===== src/rtl/mac_parallel_16_ctrl.sv =====
// mac_parallel_16_ctrl
// Sequences one accumulate job through an external two-lane MAC.
// The MAC has a product register in front of its accumulator, so the first
// enabled cycle of a job only primes the product register, and the second
// enabled cycle reloads the accumulator from mac_accum_prev. One DRAIN cycle
// flushes the last product into the accumulator. CAPTURE then registers the
// top 16 bits, and HOLD presents them on res_data until the handshake.
//
// Optional build macro: MAC_CTRL_PERF_CNT_EN adds the stall_cnt and
// job_cycles saturating counters and their output ports.
//
// state   | meaning
// --------+---------------------------------------------------------------
// IDLE    | waiting for start; job registers hold the last configuration
// RUN     | accepting beats (or issuing one zero beat when N=0)
// DRAIN   | one en cycle with zero operands to flush the product register
// CAPTURE | mac_result is registered into res_data
// HOLD    | res_valid high until res_ready
module mac_parallel_16_ctrl #(
   parameter int DATA_WIDTH = 8,
   parameter int ACC_WIDTH  = DATA_WIDTH + 16,
   parameter int LEN_WIDTH  = 16
) (
   input  logic                    clk,
   input  logic                    reset_n,
   input  logic                    start,
   input  logic                    abort,
   output logic                    busy,
   input  logic [LEN_WIDTH-1:0]    cfg_len,
   input  logic                    cfg_init_zero,
   input  logic [ACC_WIDTH-1:0]    cfg_accum_init,
   input  logic                    in_valid,
   output logic                    in_ready,
   input  logic [2*DATA_WIDTH-1:0] in_act,
   input  logic [2*DATA_WIDTH-1:0] in_w,
   output logic                    mac_en,
   output logic                    mac_load_accum,
   output logic [DATA_WIDTH-1:0]   mac_act0,
   output logic [DATA_WIDTH-1:0]   mac_act1,
   output logic [DATA_WIDTH-1:0]   mac_w0,
   output logic [DATA_WIDTH-1:0]   mac_w1,
   output logic [ACC_WIDTH-1:0]    mac_accum_prev,
   input  logic [15:0]             mac_result,
   output logic                    res_valid,
   input  logic                    res_ready,
   output logic [15:0]             res_data
`ifdef MAC_CTRL_PERF_CNT_EN
   ,
   output logic [15:0]             stall_cnt,
   output logic [15:0]             job_cycles
`endif
);

   typedef enum logic [2:0] {
      S_IDLE,
      S_RUN,
      S_DRAIN,
      S_CAPTURE,
      S_HOLD
   } state_t;

   state_t                 state;
   logic [LEN_WIDTH-1:0]   job_len;
   logic                   job_init_zero;
   logic [ACC_WIDTH-1:0]   job_accum_init;
   logic [LEN_WIDTH-1:0]   beat_cnt;
   logic [LEN_WIDTH-1:0]   en_cnt;
   logic                   zero_job;
   logic                   last_beat;

   assign zero_job  = (job_len == '0);
   assign last_beat = (beat_cnt == job_len - LEN_WIDTH'(1));

   assign mac_accum_prev = job_init_zero ? '0 : job_accum_init;
   assign mac_load_accum = mac_en && (en_cnt == LEN_WIDTH'(1));

   // MAC enable and operand pass-through; zero everywhere outside RUN/DRAIN
   always_comb begin
      mac_en   = 1'b0;
      mac_act0 = '0;
      mac_act1 = '0;
      mac_w0   = '0;
      mac_w1   = '0;
      case (state)
         S_RUN: begin
            if (zero_job) begin
               mac_en = 1'b1;
            end else begin
               mac_en   = in_valid;
               mac_act0 = in_act[DATA_WIDTH-1:0];
               mac_act1 = in_act[2*DATA_WIDTH-1:DATA_WIDTH];
               mac_w0   = in_w[DATA_WIDTH-1:0];
               mac_w1   = in_w[2*DATA_WIDTH-1:DATA_WIDTH];
            end
         end
         S_DRAIN: mac_en = 1'b1;
         default: mac_en = 1'b0;
      endcase
   end

   // Job sequencer: state, counters and registered handshake outputs
   always_ff @(posedge clk or negedge reset_n) begin
      if (!reset_n) begin
         state          <= S_IDLE;
         job_len        <= '0;
         job_init_zero  <= 1'b0;
         job_accum_init <= '0;
         beat_cnt       <= '0;
         en_cnt         <= '0;
         busy           <= 1'b0;
         in_ready       <= 1'b0;
         res_valid      <= 1'b0;
         res_data       <= '0;
      end else if (abort) begin
         state     <= S_IDLE;
         busy      <= 1'b0;
         in_ready  <= 1'b0;
         res_valid <= 1'b0;
      end else begin
         case (state)
            S_IDLE: begin
               if (start) begin
                  job_len        <= cfg_len;
                  job_init_zero  <= cfg_init_zero;
                  job_accum_init <= cfg_accum_init;
                  beat_cnt       <= '0;
                  en_cnt         <= '0;
                  busy           <= 1'b1;
                  in_ready       <= (cfg_len != '0);
                  state          <= S_RUN;
               end
            end
            S_RUN: begin
               if (mac_en && (en_cnt != '1)) en_cnt <= en_cnt + LEN_WIDTH'(1);
               if (zero_job) begin
                  state <= S_DRAIN;
               end else if (in_valid) begin
                  beat_cnt <= beat_cnt + LEN_WIDTH'(1);
                  if (last_beat) begin
                     in_ready <= 1'b0;
                     state    <= S_DRAIN;
                  end
               end
            end
            S_DRAIN: begin
               if (en_cnt != '1) en_cnt <= en_cnt + LEN_WIDTH'(1);
               state <= S_CAPTURE;
            end
            S_CAPTURE: begin
               res_data  <= mac_result;
               res_valid <= 1'b1;
               state     <= S_HOLD;
            end
            S_HOLD: begin
               if (res_ready) begin
                  res_valid <= 1'b0;
                  busy      <= 1'b0;
                  state     <= S_IDLE;
               end
            end
            default: state <= S_IDLE;
         endcase
      end
   end

`ifdef MAC_CTRL_PERF_CNT_EN
   // Saturating stall and job-length counters, cleared when a job is accepted
   always_ff @(posedge clk or negedge reset_n) begin
      if (!reset_n) begin
         stall_cnt  <= '0;
         job_cycles <= '0;
      end else if (state == S_IDLE) begin
         if (start && !abort) begin
            stall_cnt  <= '0;
            job_cycles <= '0;
         end
      end else if ((state == S_RUN) || (state == S_DRAIN) || (state == S_CAPTURE)) begin
         if (job_cycles != 16'hFFFF) job_cycles <= job_cycles + 16'd1;
         if ((state == S_RUN) && !zero_job && !in_valid && (stall_cnt != 16'hFFFF))
            stall_cnt <= stall_cnt + 16'd1;
      end
   end
`endif

endmodule


===== config.mk =====
export PLATFORM = sky130hd
export DESIGN_NAME = mac_parallel_16_ctrl
export DESIGN_NICKNAME = d
export VERILOG_FILES = /design/src/rtl/mac_parallel_16_ctrl.sv
export SDC_FILE = /design/constraint.sdc
export NUM_CORES = 1
export LEC_CHECK = 0
export ABC_CLOCK_PERIOD_IN_PS = 6350
export CORE_ASPECT_RATIO = 1.25
export CORE_MARGIN = 5
export CORE_UTILIZATION = 50
export DETAILED_ROUTE_END_ITERATION = 10
export PLACE_DENSITY = 0.89
export SLEW_MARGIN = 20
export SYNTH_ARGS = -nofsm -noshare
export SYNTH_HDL_FRONTEND = slang
export SYNTH_SLANG_ARGS = --single-unit

===== constraint.sdc =====
create_clock -name clk -period 6.35 [get_ports clk]
set_input_delay 1.5875 -clock clk [delete_from_list [all_inputs] [get_ports clk]]
set_output_delay 1.5875 -clock clk [all_outputs]
set_load 0.02 [all_outputs]

==> results of run 1 <==
-- state kept, by name (all words and copies together), names as in the netlist --
register / cells
job_len: 16
job_accum_init: 24
state: 3
busy: 1
en_cnt: 16
res_valid: 1
job_init_zero: 1
beat_cnt: 16
res_data: 16
in_ready: 1
-- through the flow --
step	setup WS, ps	cells	hold slack, ps	total power, mW
6_report	1460	782	501	2.74
5_1_grt	1360	782	525	2.90
4_1_cts	1440	782	504	2.76
3_5_place_dp	1450	766	489	2.20
3_3_place_gp	1450	766	481	2.15
2_1_floorplan	2360	484	473	1.67
-- Yosys cell counts (3+ instances only) --
cell                        n
sky130_fd_sc_hd__ha_1       5
sky130_fd_sc_hd__mux2_2    56
sky130_fd_sc_hd__xnor2_1   15
sky130_fd_sc_hd__nor2_1    39
sky130_fd_sc_hd__nand4_1    9
sky130_fd_sc_hd__nor4b_1    4
sky130_fd_sc_hd__o21ai_0   11
sky130_fd_sc_hd__a21oi_1   10
sky130_fd_sc_hd__nor3_1     9
sky130_fd_sc_hd__and4_1     4
sky130_fd_sc_hd__nor4_1     9
sky130_fd_sc_hd__dfrtp_1   95
sky130_fd_sc_hd__nor2b_1   27
sky130_fd_sc_hd__nand3_1   16
sky130_fd_sc_hd__or3_1      8
sky130_fd_sc_hd__buf_6      3
sky130_fd_sc_hd__and3_1     7
sky130_fd_sc_hd__nand2_1   22
sky130_fd_sc_hd__a211oi_1   4
sky130_fd_sc_hd__inv_1      8
sky130_fd_sc_hd__clkbuf_1  18
sky130_fd_sc_hd__and2_1    36
sky130_fd_sc_hd__nand2b_1   3
sky130_fd_sc_hd__xor2_1    29
-- power breakdown --
part	switching [mW]	total, mW	leakage [nW]	internal [mW]
Clock	0.228	0.548	0.150	0.320
Sequential	0.196	0.993	1.20	0.796
Combinational	0.554	1.20	1.63	0.642
Total	0.979	2.74	2.98	1.76
-- layer usage --
layer  vias up  share of wire (%)  wire (um)  GRT usage (%)
li1       2016                  -          -              -
met1      2081                 38       5000           24.6
met2       203                 51       6790           38.7
met3        31                9.0       1190           6.42
met4         0                2.5        333           8.85
met5         -                  0          0              0
-- area by class of cell --
type	instances	area [um2]	share of cell area (%)
multi-input cells	358	2580	35.8
clock inverters	5	65.1	0.903
flip-flops and latches	95	2380	33.0
inverters	8	30.0	0.417
repair buffers	176	1750	24.3
clock buffers	11	243	3.37
well taps	129	161	2.24
-- worst paths after layout --
| kind | from | end | slack [ps] | cells past startpoint |
|---|---|---|---|---|
| max | in_valid | mac_load_accum | 1460 | 5 |
| min | job_accum_init[18] | job_accum_init[18] | 500 | 1 |
| max reg2reg | job_len[0] | state[1] | 3680 | 9 |
| min reg2reg | job_accum_init[18] | job_accum_init[18] | 500 | 1 |
| max in group asynchronous | reset_n | en_cnt[0] | 4320 | 2 |
| min in group asynchronous | reset_n | res_data[0] | 1020 | 1 |
-- layout by cell type, fill, tap and decap left out, types with 3 or more instances in the layout --
cell	count
sky130_fd_sc_hd__inv_1	8
sky130_fd_sc_hd__and4_1	4
sky130_fd_sc_hd__dfrtp_1	95
sky130_fd_sc_hd__and2_1	36
sky130_fd_sc_hd__a21oi_1	10
sky130_fd_sc_hd__clkbuf_16	9
sky130_fd_sc_hd__nor2b_1	26
sky130_fd_sc_hd__a211oi_1	4
sky130_fd_sc_hd__nor3_1	8
sky130_fd_sc_hd__buf_4	5
sky130_fd_sc_hd__nor4b_1	4
sky130_fd_sc_hd__ha_1	5
sky130_fd_sc_hd__nor4_1	9
sky130_fd_sc_hd__mux2_2	56
sky130_fd_sc_hd__xnor2_1	15
sky130_fd_sc_hd__clkdlybuf4s50_1	170
sky130_fd_sc_hd__nand4_1	9
sky130_fd_sc_hd__nand3_1	16
sky130_fd_sc_hd__or3_1	8
sky130_fd_sc_hd__clkinv_4	3
sky130_fd_sc_hd__and3_1	7
sky130_fd_sc_hd__xor2_1	29
sky130_fd_sc_hd__o21ai_0	11
sky130_fd_sc_hd__nor2_1	39
sky130_fd_sc_hd__nand2b_1	3
sky130_fd_sc_hd__nand2_1	22
-- cell families (layout without fill, tap and decap cells) --
group	after synthesis	count (layout)	synth area share [%]
multiplexers	57	57	12.6
flip-flops	95	95	46.8
adder cells (fa/ha/maj)	5	5	1.23
XOR/XNOR	44	44	7.58
AND/OR/NAND/NOR	210	210	23.7
buffers and inverters	31	200	2.76
AO/OA/AOI/OAI	42	42	5.39
==> run summary, run 1 <==
The mean post-synth cell area came out at 10.5 um2. The final routed DRC violation total is 0. The number of setup buffers added after CTS is 0. For this run, the detailed router's first-pass iteration total came to 5. The post-CTS resize count is 0. Traced cell by cell, the critical path runs through clkdlybuf4s50_1 -> o21bai_1 -> a21oi_1 -> and4_1 -> clkdlybuf4s50_1. The total power density per cell area is 380 nW/um2. After synthesis, the share of flip-flops with an asynchronous set or reset is 100%.

The count of buffers from port buffering is 171. The number of flip-flops and latches in the synthesized netlist is 95. The remaining antenna violation count after routing came out at 0.

For this block, the routed nets add up to 13.3 mm of wire. STA classifies the critical path endpoint as a primary output. Counting every instance in the synthesized netlist gives 484.

The tightest slew margin relative to the limit came out at 42.7%. Setup repair after global routing left no endpoint under its margin. The transition time of the tightest slew-check pin is 859 ps. Counting distinct cell types in the post-synthesis netlist gives 54. In this run the worst path has a maximum fanout of 5. The area growth from synthesis to layout is 41.8%. Among the stages of the critical path, the cell type that occurs most often is sky130_fd_sc_hd__clkdlybuf4s50_1. The maximum achievable frequency is 204 MHz.

The netlist area before placement came out at 5080 um2. The hold buffer count at CTS is 0. For this run, the total global-route usage over all layers was measured as 21.9%. The core area came out at 10000 um2.

Summing all non-filler instances in the final layout gives an area of 7200 um2. The number of buffer and inverter instances along the worst setup path came out at 2. The sink count of the clock tree came out at 95. The floorplan step set the die width to 100 um. The count of final hold-check violations came out at 0. The fraction of the cycle the final worst path needs came out at 77.1%.

Measured on the finished design, the core utilization comes to 72.0%. The H-tree depth is 3. The dominant synthesized flop cell is sky130_fd_sc_hd__dfrtp_1.

The data arrival time of the critical path came out at 3310 ps. The ratio of cells with drive above 1 in the final layout came out at 13.5%. During synthesis, Yosys emitted a total of 0 warnings. After routing, the total negative slack on setup checks comes to 0 ps.

The reported leakage power is 2.98 nW. The first global-routing pass estimated 21.6 mm of wire. Clock tree synthesis selected as its root buffer the cell sky130_fd_sc_hd__clkbuf_16. The number of fillers in the final layout is 712. The boundary pin count came out at 172.

The HPWL after detailed placement is 10.2 mm. The antenna cell count came out at 0. The total overflow reported by the global router came out at 0. The final clock skew came out at 8.57 ps. Ranked by total cell area, the synthesized netlist is headed by sky130_fd_sc_hd__dfrtp_1 47%, sky130_fd_sc_hd__mux2_2 12%, sky130_fd_sc_hd__xor2_1 5.0%. The number of violations reported at the end of detailed-routing iteration 0 is 133.

The effective utilization at floorplan is 50.8%. The die area is 12300 um2. The number of rows in the core area came out at 41.

The number of antenna violations at the first check in global routing came out at 0. The max-cap violation count is 0. The clock latency on the worst-skew pair came out at 340 ps. The final layout contains 748 nets. When the netlist entered floorplanning its net count stood at 584. Of all cell types, the one taking the most synthesized area is sky130_fd_sc_hd__dfrtp_1. The critical path startpoint category is an input pin. TritonCTS built the clock tree. The clock-pin slew on the worst setup and hold paths is 60 ps. No sink is reached through more buffers than the 2 on the longest clock path. The sequential-to-total area share from yosys stat is 46.8%. After detailed placement, the total cell area comes to 6900 um2. In this run, synthesis inferred 0 flip-flops with an integrated enable.

Setup violations remaining at the end of the flow were counted as 0. The worst setup path is of the input pin to primary output kind. The peak supply drop is 0.307 mV. The overall die height came out at 123 um. The area fraction of the dominant cell type after synthesis came out at 46.8%. The flow ran to the end, and the final reports show no timing, DRC or antenna violations. The via density per instance is 5.54. The path class of the tightest hold or removal check is flop to flop. The data required time of the worst path came out at 4760 ps. The number of buffers created by CTS is 9. Routability-driven placement finished with a final weighted congestion of 0.841. The largest net degree at the start of global routing is 95. The slowest cell on the critical path is sky130_fd_sc_hd__clkdlybuf4s50_1. The final-report max-slew violation count is 0.

The family with the most delay on the worst path is buffers and inverters. The wire length per cell came out at 17.0 um. The minimum period implied by the final worst setup slack is 4890 ps. The peak per-stage delay on the critical path is 610 ps. For this block, the via count after detailed routing is 4331. The via count of the first global-routing pass is 4560.
Power figures use the tool's default switching activity.
==> run 2: changes to the inputs <==
- ABC_CLOCK_PERIOD_IN_PS: 6350 -> 4500
- CORE_UTILIZATION: 50 -> 42
- PLACE_DENSITY: 0.89 -> 0.8
- clock period: 6.35 -> 4.5 ns (I/O delays scaled with it)
==> run summary, run 2 (synthesized netlist as in run 1, its figures left out) <==
The flow ran to the end, and the final reports show no timing, DRC or antenna violations. The minimum period implied by the final worst setup slack came out at 3950 ps. The remaining antenna violation count after routing is 0. The worst setup path is launched from a flop. The slowest stage of the critical path is the sky130_fd_sc_hd__clkdlybuf4s50_1 cell. The clock network burns 20.5% of the power. In this run the vertical extent of the chip is 133 um.

Data arrives at the worst endpoint at 2820 ps. The ratio of cells with drive above 1 in the final layout is 13.6%. The wire length of the first global-routing pass came out at 22.4 mm. The data required time of the worst path is 3380 ps.

The final instance count without filler cells came out at 817. In this run the deepest clock path goes through 2 buffers. In the layout the commonest cells are 170 x sky130_fd_sc_hd__clkdlybuf4s50_1, 95 x sky130_fd_sc_hd__dfrtp_1, 56 x sky130_fd_sc_hd__mux2_2.

The boundary pin count came out at 172. The smallest hold slack came out at 499 ps. Clock tree synthesis found a total of 95 sinks. The antenna cell count is 0. The peak supply drop is 0.389 mV. Wires add up to 13.1 mm. TritonCTS built the clock tree.

The count of buffers from port buffering came out at 171. The core area came out at 12000 um2. The last weighted congestion value of the routability-driven placer came out at 0.900. The hold buffer count at CTS came out at 0. The register name with the most flops is job_accum_init. The fraction of the cycle the final worst path needs came out at 87.7%. After clock tree synthesis, the clock-pin slew on the worst setup and hold paths is 70 ps. In this run, flip-flops and latches consume 36.0% of the power. The largest net degree at the start of global routing came out at 73. The total overflow reported by the global router came out at 0. The total power density per cell area is 533 nW/um2.

At the later pin of the worst-skew pair, clock insertion delay measures 340 ps. The maximum achievable frequency came out at 253 MHz. The critical path start-end classification is flop to primary output. The max-cap violation count came out at 0.

In this run switching power makes up 36.2% of total power. The wire length per cell came out at 16.1 um. The first detailed-routing pass took 4 iterations. The final routed DRC violation total is 0. Buffers added to address setup during post-CTS repair amount to 0.

The path class of the tightest hold or removal check is flop to flop. The library cell used most frequently in the layout, excluding fill and tap cells, is sky130_fd_sc_hd__clkdlybuf4s50_1. The effective utilization at floorplan came out at 42.4%. Internal power comes to 2.47 mW. The via count of the first global-routing pass was 4616. The overall global routing resource usage is 19.2%. The share of power burned in combinational logic is 43.5%. The net count of the finished layout is 748. The cell sitting at the root of the clock tree is a sky130_fd_sc_hd__clkbuf_16. Along the worst path, the maximum fanout reaches 8. The number of buffers created by CTS is 9. The largest single stage delay on the critical path is 600 ps. Once placement completed, the tool counted placed cells totaling 801.

The register with the most flip-flops in the layout has 24 of them. The HPWL after detailed placement is 9.97 mm. Between clock sinks in the finished design, the worst skew comes to 5.46 ps. The width of the die came out at 108 um. The total setup violations reported at the end of the flow is 0. The reported leakage power is 2.99 nW. The signal on the critical path passes through or4_4 -> and4bb_4 -> o21bai_1 -> a21oi_1 -> and4_1 -> clkdlybuf4s50_1. The final-report max-slew violation count is 0. The transition time of the tightest slew-check pin came out at 846 ps.

The accumulated negative setup slack came out at 0 ps. The tightest slew margin relative to the limit is 43.1%. The count of final hold-check violations came out at 0. The H-tree was split into 3 levels.

The post-CTS resize count came out at 0. The number of violations reported at the end of detailed-routing iteration 0 is 163. The number of rows in the core area came out at 45. Setup repair after global routing left no endpoint under its margin. The synthesis-to-layout area growth is 42.8%. The via density per instance came out at 5.11. The net switching component of the power is 1.40 mW. The number of antenna violations at the first check in global routing is 0. The worst setup path is captured at a primary output. The number of vias after detailed routing came out at 4177. The die area came out at 14400 um2.
[run 2: cell count changes in the layout (fill, tap and decap cells not counted), sizes merged]
cell and delta:
inv +3, clkbuf -2, clkinv -1
[run 2: worst paths after layout]
kind | startpoint | endpoint | slack (ps) | cells past startpoint
setup / recovery | job_len[6] | mac_load_accum | 550 | 6
hold / removal | job_accum_init[5] | job_accum_init[5] | 500 | 1
setup reg to reg | job_len[0] | state[1] | 1770 | 9
hold reg to reg | job_accum_init[5] | job_accum_init[5] | 500 | 1
max in group asynchronous | reset_n | en_cnt[13] | 3050 | 2
min in group asynchronous | reset_n | job_accum_init[7] | 650 | 1
[run 2: final cells by class]
| type | count | area (um2) |
|---|---|---|
| Fill cell | 962 | 4730 |
| Multi-Input combinational cell | 358 | 2580 |
| Sequential cell | 95 | 2380 |
| Timing Repair Buffer | 176 | 1760 |
| Clock buffer | 9 | 225 |
| Tap cell | 164 | 205 |
| Clock inverter | 7 | 85.1 |
| Inverter | 8 | 30.0 |
[run 2: metal layers]
layer / GRT usage, % / routed length [um]
met2: 32.9 / 6870
met4: 5.47 / 138
met1: 22.2 / 5110
met3: 7.37 / 995
met5: 0 / 0
[run 2: through the flow]
stage	utilization, %	power, mW	cell area, um2	setup slack (ps)
floorplan	-	2.35	5080	1210
global placement	57.9	3.05	6950	629
detailed placement	57.9	3.10	6950	639
CTS	60.5	3.91	7260	552
global route	60.5	4.12	7260	397
finish	60.5	3.87	7260	552
[run 2: power by group through the flow]
stage | registers (mW) | clock network (mW) | logic [mW]
2_1_floorplan | 1.39 | 0 | 0.962
3_3_place_gp | 1.39 | 0 | 1.66
3_5_place_dp | 1.41 | 0 | 1.69
4_1_cts | 1.40 | 0.809 | 1.70
5_1_grt | 1.45 | 0.845 | 1.83
6_report | 1.40 | 0.793 | 1.68
[run 2: critical path: cells and delay by family (launching register included)]
kind                   cells  cell delay [ps]
AOI/OAI and AO/OA          2              270
buffers and inverters      1              600
and+or+nand+nor            3             1160
DFF                        1              470
==> run 3: changes to the inputs <==
- RECOVER_POWER: unset -> 100
==> run summary, run 3 (synthesized netlist as in run 1, its figures left out) <==
The run finished, with violations left. The ratio of cells with drive above 1 in the final layout is 12.6%. The maximum achievable frequency came out at 249 MHz. The overall global routing resource usage came out at 19.2%. The clock passes through at most 2 buffers. The peak fanout along the critical path is 8. The accumulated negative setup slack came out at 0 ps.

After the first detailed-routing iteration, the DRC count stood at 211. The register with the most flip-flops in the layout has 24 of them. Once detail routing completed, the nets flagged for antenna violations numbered 0. The total overflow reported by the global router is 0.

Counting the fill cells in the layout gives 968. The leading cell type in the layout, fill and taps excluded is sky130_fd_sc_hd__dfrtp_1. The effective utilization at floorplan came out at 42.4%. The detailed router put a total of 5.01 mm of wire on met1. The routed length on met2 came out at 6.91 mm. The total power density per cell area came out at 522 nW/um2.

The max-cap violation count came out at 3. The final net count came out at 748. The data required time of the worst path came out at 3380 ps. The number of buffers inserted to repair setup after CTS is 0. The setup slack on the worst flop-to-flop path is 1600 ps. The final reports fail on max-capacitance violations, max-slew violations.

Detailed placement finished with a half-perimeter wire length of 9.97 mm. The sink count of the clock tree came out at 95. The H-tree depth came out at 3. The boundary pin count came out at 172. The top cell types in the final layout, fill and taps aside, are 95 x sky130_fd_sc_hd__dfrtp_1, 91 x sky130_fd_sc_hd__clkdlybuf4s50_1, 79 x sky130_fd_sc_hd__dlygate4sd3_1. In the post-route analysis, the smallest setup slack over all paths is 492 ps. Setup repair after global routing left no endpoint under its margin.

The worst setup path is launched from a flop. The transition time of the tightest slew-check pin is 2190 ps. At the worst endpoint, the arrival time is 2880 ps. The register with the most flip-flops in the final layout is job_accum_init. The core area came out at 12000 um2.

The die area is 14400 um2. The wire length per cell is 16.0 um. The number of buffers created by CTS is 9. The number of rows in the core area is 45. Dividing the detail-routed via count by the number of cells gives 5.15. The count of buffers from port buffering is 171. The wire length of the first global-routing pass is 22.4 mm. The post-CTS resize count is 0. The hold buffer count at CTS came out at 0. Entering global routing, the biggest net connects 73 pins. The congestion estimate from routability-driven global placement came to 0.900.

The standard cell area after detailed placement is 6950 um2. The antenna cell count is 0. The width of the die came out at 108 um. The peak per-stage delay on the critical path is 670 ps. The final clock skew came out at 5.93 ps. The number of antenna violations at the first check in global routing came to 0.

The path class of the tightest hold or removal check is flop to flop. The peak supply drop came out at 0.375 mV. The number of vias after detailed routing is 4205.

The reported leakage power is 3.12 nW. The synthesis-to-layout area growth is 41.9%. The tightest slew margin relative to the limit came out at -45.7%. After layout, the minimum clock period comes to 4010 ps.

The capturing element type of the critical path is a primary output. TritonCTS built the clock tree. The overall die height is 133 um. The wire length on met3 is 1.00 mm. The clock latency on the worst-skew pair is 340 ps. The final-report max-slew violation count is 152.

Setup violations remaining at the end of the flow were counted as 0. The worst setup path is of the flop to primary output kind. For this design, the slowest cell found on the critical path is sky130_fd_sc_hd__dlygate4sd3_1. The cell sitting at the root of the clock tree is a sky130_fd_sc_hd__clkbuf_16. Clock-pin slew was measured on the worst setup and hold paths at 70 ps. The count of final hold-check violations came out at 0. The via count of the first global-routing pass came to 4616. The fraction of the cycle the final worst path needs came out at 89.1%. Walking the worst path, the cells encountered are or4_4 -> and4bb_4 -> o21bai_1 -> a21oi_1 -> and4_1 -> dlygate4sd3_1. The detailed-route wire length is 13.1 mm. The worst-case setup slack after placement came out at 639 ps. Signal routing reaches up to met4. The first-pass iteration count of the detailed router came out at 4.

The final routed DRC violation total came out at 0. For this run, the share of the core covered by cells in the final layout is 60.2%. The finished cells cover 7210 um2.
run 3: cell types whose count changed in the layout (fill, tap and decap cells not counted), sizes merged:
cell	change
buf	-5
clkbuf	+5
dlygate4sd3	+79
clkdlybuf4s50	-79
run 3: layout make-up:
class                           instances  area [um2]  area share (%)
Clock buffer                            9         225            3.12
Clock inverter                          7        85.1            1.18
Inverter                                8        30.0           0.416
Multi-Input combinational cell        358        2560            35.5
Sequential cell                        95        2380            33.0
Tap cell                              164         205            2.84
Timing Repair Buffer                  176        1730            24.0
run 3: per-stage QoR:
step,hold WS [ps],cells,power [mW]
2_1_floorplan,473,484,2.35
3_3_place_gp,481,801,3.05
3_5_place_dp,489,801,3.10
4_1_cts,505,817,3.91
5_1_grt,517,817,4.02
6_report,499,817,3.77
run 3: layer usage:
layer  up-vias  track usage (%)
met3        14             7.37
met2       110             32.9
met5         -                0
met1      2065             22.2
met4         0             5.47
li1       2016                -
run 3: worst max-delay path: cells and delay by family (launching register included):
kind / cells / cell delay [ps]
buffers and inverters: 1 / 670
flip-flops: 1 / 470
AO/OA/AOI/OAI: 2 / 260
AND/OR/NAND/NOR: 3 / 1140
run 3: where the power goes:
group          leakage [nW]  total [mW]  switching, mW  internal, mW
Combinational          1.77        1.58          0.768         0.816
Clock                 0.153       0.793          0.350         0.443
Sequential             1.20        1.39          0.270          1.12
run 3: worst paths after layout:
| check | from | endpoint | depth (start not counted) |
|---|---|---|---|
| worst min-delay path | job_accum_init[5] | job_accum_init[5] | 1 |
| max in group asynchronous | reset_n | en_cnt[13] | 2 |
| min in group asynchronous | reset_n | job_accum_init[7] | 1 |
| worst min register to register | job_accum_init[5] | job_accum_init[5] | 1 |
| worst max-delay path | job_len[6] | mac_load_accum | 6 |
| worst max register to register | state[2] | job_len[5] | 5 |
